==> config.mk <==
export PLATFORM = sky130hd
export DESIGN_NAME = vx_index_pool_flat
export DESIGN_NICKNAME = d
export VERILOG_FILES = /design/src/rtl/vx_index_pool_if.sv /design/src/rtl/vx_index_pool.sv /design/src/flat_wrapper.sv
export SDC_FILE = /design/constraint.sdc
export NUM_CORES = 1
export LEC_CHECK = 0
export BUFFER_PORTS_ARGS = -buffer_cell sky130_fd_sc_hd__buf_4
export CAP_MARGIN = 40
export CORE_MARGIN = 4
export CORE_UTILIZATION = 50
export DETAILED_ROUTE_END_ITERATION = 6
export PLACE_DENSITY = 0.86
export SYNTH_ARGS = -nofsm -noshare
export SYNTH_HDL_FRONTEND = slang
export SYNTH_SLANG_ARGS = --single-unit
==> constraint.sdc <==
create_clock -name clk -period 2.21 [get_ports clk]
set_input_delay 0.221 -clock clk [delete_from_list [all_inputs] [get_ports clk]]
set_output_delay 0.221 -clock clk [all_outputs]
set_load 0.02 [all_outputs]
==> src/rtl/vx_index_pool_if.sv <==
`default_nettype none
// ============================================================================
// vx_index_pool_if : acquire/read/release bus of the index pool
// Rev 1.0
// ============================================================================
interface vx_index_pool_if #(
  parameter int DATAW = 1,
  parameter int ADDRW = 2,
  parameter int CNTW  = 3
);
  logic             acquire_en;
  logic [DATAW-1:0] write_data;
  logic [ADDRW-1:0] acquire_addr;
  logic [ADDRW-1:0] read_addr;
  logic [DATAW-1:0] read_data;
  logic             release_en;
  logic [ADDRW-1:0] release_addr;
  logic [CNTW-1:0]  count;
  logic             empty;
  logic             full;
  logic             error;

  modport master (
    output acquire_en, write_data, read_addr, release_en, release_addr,
    input  acquire_addr, read_data, count, empty, full, error
  );

  modport slave (
    input  acquire_en, write_data, read_addr, release_en, release_addr,
    output acquire_addr, read_data, count, empty, full, error
  );
endinterface
`default_nettype wire

==> src/rtl/vx_index_pool.sv <==
`default_nettype none
// ============================================================================
// vx_index_pool : lowest-free index allocator with per-entry payload storage
// Rev 1.0
// ============================================================================
module vx_index_pool #(
  parameter int DATAW   = 1,
  parameter int SIZE    = 4,
  parameter int OUT_REG = 0,
  parameter int ADDRW   = (SIZE > 1) ? $clog2(SIZE) : 1,
  parameter int CNTW    = $clog2(SIZE + 1)
) (
  input  wire logic        clk,
  input  wire logic        reset,
  vx_index_pool_if.slave   bus
);
  localparam logic [CNTW-1:0]  c_SIZE_CNT  = CNTW'(SIZE);
  localparam logic [ADDRW:0]   c_SIZE_ADDR = (ADDRW+1)'(SIZE);

  logic [SIZE-1:0]  r_alloc;
  logic [CNTW-1:0]  r_count;
  logic             r_empty;
  logic             r_full;
  logic             r_error;
  logic [DATAW-1:0] r_mem [SIZE];

  logic [ADDRW-1:0] w_acq_addr;
  logic             w_acq_ok;
  logic             w_rel_inr;
  logic             w_rel_ok;
  logic             w_err_set;
  logic [SIZE-1:0]  w_alloc_nxt;
  logic [CNTW-1:0]  w_cnt_nxt;

  // Descending scan so the lowest clear bit wins; all-set falls through to 0.
  always_comb begin
    w_acq_addr = '0;
    for (int i = SIZE - 1; i >= 0; i--) begin
      if (!r_alloc[i]) w_acq_addr = ADDRW'(i);
    end
  end

  assign w_acq_ok  = bus.acquire_en && !r_full;
  assign w_rel_inr = ({1'b0, bus.release_addr} < c_SIZE_ADDR);
  assign w_rel_ok  = bus.release_en && w_rel_inr && r_alloc[bus.release_addr];
  assign w_err_set = (bus.acquire_en && r_full) || (bus.release_en && !w_rel_ok);

  always_comb begin
    w_alloc_nxt = r_alloc;
    if (w_rel_ok) w_alloc_nxt[bus.release_addr] = 1'b0;
    if (w_acq_ok) w_alloc_nxt[w_acq_addr] = 1'b1;
  end

  always_comb begin
    w_cnt_nxt = r_count;
    if (w_acq_ok && !w_rel_ok)      w_cnt_nxt = r_count + CNTW'(1);
    else if (!w_acq_ok && w_rel_ok) w_cnt_nxt = r_count - CNTW'(1);
  end

  always_ff @(posedge clk) begin
    if (!reset) begin
      r_alloc <= '0;
      r_count <= '0;
      r_empty <= 1'b1;
      r_full  <= 1'b0;
      r_error <= 1'b0;
    end else begin
      r_alloc <= w_alloc_nxt;
      r_count <= w_cnt_nxt;
      r_empty <= (w_cnt_nxt == '0);
      r_full  <= (w_cnt_nxt == c_SIZE_CNT);
      r_error <= r_error | w_err_set;
    end
  end

  // Payload storage is deliberately not reset.
  always_ff @(posedge clk) begin
    if (reset && w_acq_ok) r_mem[w_acq_addr] <= bus.write_data;
  end

  generate
    if (OUT_REG != 0) begin : g_out_reg
      logic [DATAW-1:0] r_rdata;
      always_ff @(posedge clk) begin
        if (!reset) begin
          r_rdata <= '0;
        end else if (w_acq_ok && (w_acq_addr == bus.read_addr)) begin
          r_rdata <= bus.write_data;
        end else begin
          r_rdata <= r_mem[bus.read_addr];
        end
      end
      assign bus.read_data = r_rdata;
    end else begin : g_out_comb
      assign bus.read_data = r_mem[bus.read_addr];
    end
  endgenerate

  assign bus.acquire_addr = w_acq_addr;
  assign bus.count        = r_count;
  assign bus.empty        = r_empty;
  assign bus.full         = r_full;
  assign bus.error        = r_error;
endmodule
`default_nettype wire

==> src/flat_wrapper.sv <==
// flat-port wrapper written by rule: the top's interface ports become plain ports
module vx_index_pool_flat 
#(
  parameter int DATAW   = 1,
  parameter int SIZE    = 4,
  parameter int OUT_REG = 0,
  parameter int ADDRW   = (SIZE > 1) ? $clog2(SIZE) : 1,
  parameter int CNTW    = $clog2(SIZE + 1)
)
  (clk, reset, bus_acquire_en, bus_write_data, bus_read_addr, bus_release_en, bus_release_addr, bus_acquire_addr, bus_read_data, bus_count, bus_empty, bus_full, bus_error);
  vx_index_pool_if #(.DATAW(DATAW), .ADDRW(ADDRW), .CNTW(CNTW)) bus_i ();
  input  wire logic clk;
  input  wire logic reset;
  input wire logic [$bits(bus_i.acquire_en)-1:0] bus_acquire_en;
  input wire logic [$bits(bus_i.write_data)-1:0] bus_write_data;
  input wire logic [$bits(bus_i.read_addr)-1:0] bus_read_addr;
  input wire logic [$bits(bus_i.release_en)-1:0] bus_release_en;
  input wire logic [$bits(bus_i.release_addr)-1:0] bus_release_addr;
  output wire logic [$bits(bus_i.acquire_addr)-1:0] bus_acquire_addr;
  output wire logic [$bits(bus_i.read_data)-1:0] bus_read_data;
  output wire logic [$bits(bus_i.count)-1:0] bus_count;
  output wire logic [$bits(bus_i.empty)-1:0] bus_empty;
  output wire logic [$bits(bus_i.full)-1:0] bus_full;
  output wire logic [$bits(bus_i.error)-1:0] bus_error;
  assign bus_i.acquire_en = bus_acquire_en;
  assign bus_i.write_data = bus_write_data;
  assign bus_i.read_addr = bus_read_addr;
  assign bus_i.release_en = bus_release_en;
  assign bus_i.release_addr = bus_release_addr;
  assign bus_acquire_addr = bus_i.acquire_addr;
  assign bus_read_data = bus_i.read_data;
  assign bus_count = bus_i.count;
  assign bus_empty = bus_i.empty;
  assign bus_full = bus_i.full;
  assign bus_error = bus_i.error;
  vx_index_pool #(.DATAW(DATAW), .SIZE(SIZE), .OUT_REG(OUT_REG), .ADDRW(ADDRW), .CNTW(CNTW)) u_core (.clk(clk), .reset(reset), .bus(bus_i));
endmodule
======== Word-level counts from Yosys, hierarchy flattened ========
Memory sizes are Yosys's and may differ from the RTL's.
Cells that the tools add are included.
word-level totals
  RAM bits ................................ 4
  output and inout bits ................... 9
  register bits ........................... 10
  memories kept ........................... 1
  input bits .............................. 9
cells by class
  eq/ne operators ......................... 1
  multiplexer cells ....................... 16
  reductions and logical operators ........ 14
  bitwise logic cells ..................... 4
  $lt $le $gt $ge ......................... 4
  add/subtract/negate cells ............... 2
memory list
  name          depth  width  rd ports  clocked after Yosys merged registers in  wr ports  line                 source
  u_core.r_mem  4      1      1         0                                        1         vx_index_pool.sv:25  logic [DATAW-1:0] r_mem [SIZE];
operator list
  cell                                                                   count
  1-bit logical AND                                                      9
  2-bit 2-to-1 mux                                                       4
  4-bit 2-to-1 mux                                                       2
  2-bit by 3-bit < comparator with 1-bit output, second input constant   2
  3-bit 2-to-1 mux                                                       2
  1-bit 2-to-1 mux                                                       5
  4-bit bitwise AND                                                      1
  1-bit demux with 2-bit select                                          2
  2-bit by 1-bit >= comparator with 1-bit output, second input constant  2
  4-bit NOT                                                              1
  4-bit bitwise OR                                                       1
  3-bit by 1-bit adder with 3-bit output, second input constant          1
  3-bit equality test, second input constant                             1
  1-bit zero test                                                        3
  3-bit zero test                                                        1
  3-bit by 1-bit subtractor with 3-bit output, second input constant     1
  1-bit binary-select mux with 2-bit select                              1
  1-bit logical OR                                                       1
  1-bit bitwise OR                                                       1

======== Depth between registers and ports, before layout ========
  word-level depth ........................ 10
  mapped depth ............................ 6

======== Least setup slack after synthesis ========
OpenSTA, ideal clock, no wires.
  kind .................................... register to register
  start point ............................. register u_core.r_count[0] (netlist: u_core.bus.count[0])
  end point ............................... register u_core.r_full (netlist: u_core.bus.full)
  setup time .............................. 86 ps
  data arrival time ....................... 1555 ps
  cell stages (with the launch flop) ...... 6
  buffers on the path ..................... 0
  slack ................................... 569 ps
  data required time ...................... 2124 ps
  clock period less this slack ............ 1641 ps
  cell sequence ........................... dfxtp_1 -> inv_1 -> ha_1 -> nor3_1 -> mux2i_1 -> a221oi_2
between the ends
  word-level cells in the longest chain between the ends .. 4
ends and longest elaborated chain
  item                                         line                 source
  start: declaration                           vx_index_pool.sv:21  logic [CNTW-1:0] r_count;
  start signal: assignment                     vx_index_pool.sv:69  r_count <= w_cnt_nxt;
  3-bit by 1-bit subtractor with 3-bit output  vx_index_pool.sv:57  else if (!w_acq_ok && w_rel_ok) w_cnt_nxt = r_count - CNTW'(1);
  3-bit 2-to-1 mux                             vx_index_pool.sv:57
  3-bit 2-to-1 mux *                           vx_index_pool.sv:56  if (w_acq_ok && !w_rel_ok) w_cnt_nxt = r_count + CNTW'(1);
  3-bit equality test *                        vx_index_pool.sv:71  r_full <= (w_cnt_nxt == c_SIZE_CNT);
  end signal: assignment                       vx_index_pool.sv:71
  end: declaration                             vx_index_pool.sv:23  logic r_full;
Mark *: on every way between the ends. The rest lies on a longest branch, timed or not.
A chain may end at the register's enable or synchronous reset.

======== Final worst setup path ========
Ends and elaborated chain as after synthesis.

==> results.tsv <==
stage	metric	value	unit
route	drt-total-wl	1.596	mm
timing	worst_pin_slew	0.3543	ns
final_layout	antenna_cells	0	
timing	finalHoldViolCount	0	
global_routing	grt-ovfl-total	0	
setup_path	path_depth	5	
die	io_pins	18	
place	io_buffers	17	
route	vias_per_cell	5.716	
global_routing	grt_pass1_vias	637	
setup_path	cp_max_fo	8	
setup_path	start_kind	flip-flop	
die	rows	14	
setup_path	critPathBufInv	1	
power	power_leakage	0.3718	nW
setup_path	cpLargestDelayFamily	flip-flops	
route	wire_per_inst	13.76	um
timing	slew_headroom	0.7638	
synth	synth_cell_type_count	37	
die	core_region_area	0.001524	sq mm
synth	ys_ff_latch	14	
global_routing	grt_pass1_wl	2.711	mm
setup_path	rrSetupSlack	0.55	ns
job	cap_violations	0	
clock_network	holdBufCountCts	0	
min_path	min_path_type	in2reg	
setup_path	timing.critical_path.to_type	flip-flop	
place	dp_hpwl	1.268	mm
setup_path	worstReg2RegStart	u_core.bus.count[0]	
final_layout	syn_to_final_growth	19.72	%
route	dr.pass1.iters	4	
timing	setup-violations-final	0	
timing	hold_ws	0.1375	ns
clock_network	cts_root_buf	clkbuf_4	
clock_network	cts_tree	done	
route	drtIter0Drc	9	
setup_path	r2r_cells	5	
clock_network	clock_latency	0.28	ns
final_layout	finish.instance_area	979.7	sq um
timing	period_needed	1.656	ns
route	ant_nets	0	
clock_network	cts.repair.resized	0	
clock_network	cts.clk_slew.worst_paths	0.08	ns
die	initial_core_util	0.5369	
timing	max_freq	603.9	MHz
run_status	status	complete, no violations	
synth	yosys_warnings	0	
global_routing	antenna_found_initial	0	
synth	synthCells	81	
setup_path	crit_arrival	1.86	ns
place	globalplace.congestion	0.8088	
final_layout	drive_above_1_share	0.2900	
power	power.density	644.1	mW/mm^2
place	place_inst	112	
clock_network	cts_max_path_buffers	2	
final_layout	instances_no_fill	116	
setup_path	crit_slowest_cell	dfxtp_1	
timing	finalMaxSlewViolations	0	
final_layout	final_cell_mix	buf_4, dfxtp_1, nand2b_1	
clock_network	cts_sinks	14	
timing	grt_setup_unrepaired	false	
clock_network	postCtsSetupRepairBufs	0	
timing	setup_tns	0	ns
route	vias	663	
setup_path	crit_required	2.41	ns
die	die-area	0.002348	sq mm
synth	seq_area_frac_synth	0.3914	
power	ir_worst_vdd	440.2	uV
global_routing	grt_util_all_layers	0.1436	
setup_path	r2r-end	u_core.bus.full	
setup_path	path_cells	inv_1 > ha_1 > nor3_1 > mux2i_1 > a221oi_2	
die	fp.dieW	48.46	um
place	placed_cell_area	953.4	sq um
setup_path	critPathLaunch	u_core.bus.count[0]	
synth	syn_area_per_cell	10.10	sq um
setup_path	path_class	reg2reg	
setup_path	crit_end	u_core.bus.full	
timing	period_share	0.7493	
final_layout	final_common_cell	buf_4	
synth	synth_nets	92	
clock_network	htreeDepth	1	
global_routing	grt_max_degree	11	
setup_path	slowest_delay	0.46	ns
die	die_h	48.46	um
synth	synth_area	818.3	sq um
timing	finalClockSkew	0.0007668	ns
route	route.detailed.drc	0	
final_layout	final_nets	112	
clock_network	cts_made_buffers	3	
[how the worst min path moves through the flow]
| stage | from | to | slack (ns) | cells after the start |
|---|---|---|---|---|
| floorplan | reset | u_core.bus.empty | 0.30 | 1 |
| global placement | bus_write_data | u_core.r_mem[0] | 0.43 | 1 |
| detailed placement | bus_write_data | u_core.r_mem[0] | 0.43 | 1 |
| CTS | bus_write_data | u_core.r_mem[0] | 0.13 | 1 |
| global route | bus_write_data | u_core.r_mem[3] | 0.12 | 1 |
| finish | bus_write_data | u_core.r_mem[0] | 0.14 | 1 |
[stage by stage]
stage          setup slack, ns  power (mW)    util
3_3_place_gp            0.6652      0.4829  0.6256
5_1_grt                 0.4025      0.6697  0.6429
2_1_floorplan           0.5689      0.4295       -
4_1_cts                 0.5394      0.6374  0.6429
6_report                0.5541      0.6310  0.6429
3_5_place_dp            0.5688      0.4895  0.6256
[metal layers]
| layer | share of wire | wire length [um] | global-route usage |
|---|---|---|---|
| met5 | 0 | 0 | 0 |
| met4 | 0.0038 | 6 | 0.04036 |
| met3 | 0.072 | 115 | 0.05828 |
| met2 | 0.47 | 755 | 0.2304 |
| met1 | 0.45 | 719 | 0.1764 |
[worst reg2reg max path, stage by stage (launching register included)]
cell	delay, ns
dfxtp_1	0.46
inv_1	0.13
ha_1	0.35
nor3_1	0.26
mux2i_1	0.13
a221oi_2	0.24
[power by group]
group / internal, mW / leakage, nW / switching, mW
clock: 0.0656 / 0.0154 / 0.0828
combinational: 0.0863 / 0.238 / 0.0935
sequential: 0.282 / 0.118 / 0.0210
total: 0.434 / 0.372 / 0.197
[cells in the mapped netlist]
library cell	instances	area [sq um]
o21ai_1	1	5.000
inv_1	3	11.26
a31o_2	2	17.52
nor3_1	5	25.02
o211ai_1	2	15.01
nor3b_1	3	22.52
nand2b_1	6	37.54
xnor2_1	5	43.79
dfxtp_1	10	200.2
and4_1	1	8.760
nor2b_1	1	6.260
buf_2	1	5.000
a221oi_2	1	15.01
and3_2	1	7.510
mux2_2	1	11.26
a21boi_0	1	7.510
mux2i_1	4	40.04
nand3b_1	2	15.01
ha_1	2	25.02
nand3_1	2	10.01
or3_1	1	6.260
buf_6	1	11.26
and3_1	1	6.260
o21ai_0	1	5.000
mux4_2	1	22.52
a21oi_1	2	10.01
nor2_1	3	11.26
edfxtp_1	4	120.1
clkbuf_1	1	3.750
a21boi_1	1	7.510
nand2_1	4	15.01
nand4_1	1	6.260
mux2i_2	1	13.76
and2_1	1	6.260
o22ai_4	1	20.02
a221oi_1	2	17.52
a31oi_1	1	6.260
[cell families (layout without fill, tap and decap cells)]
kind of cell | Yosys count | count (layout) | synth area share
simple gates | 32 | 32 | 0.2248
compound gates | 15 | 15 | 0.1544
flops | 14 | 14 | 0.3914
fa+ha+maj | 2 | 2 | 0.03058
buf+inv | 6 | 25 | 0.03821
mux | 7 | 7 | 0.1070
xor+xnor | 5 | 5 | 0.05351
[registers in the layout (all words and copies together), names as in the netlist]
register,flops
u_core.bus.error,1
u_core.bus.full,1
u_core.r_alloc,4
u_core.bus.empty,1
u_core.bus.count,3
u_core.r_mem,4
[cell type report]
type                            instances  area, sq um
Sequential cell                        14        320.3
Tap cell                               16        20.02
Clock buffer                            3        22.52
Clock inverter                          1        3.754
Multi-Input combinational cell         61        466.7
Fill cell                             124        544.3
Timing Repair Buffer                   18        135.1
Inverter                                3        11.26
Power figures use the tool's default switching activity.
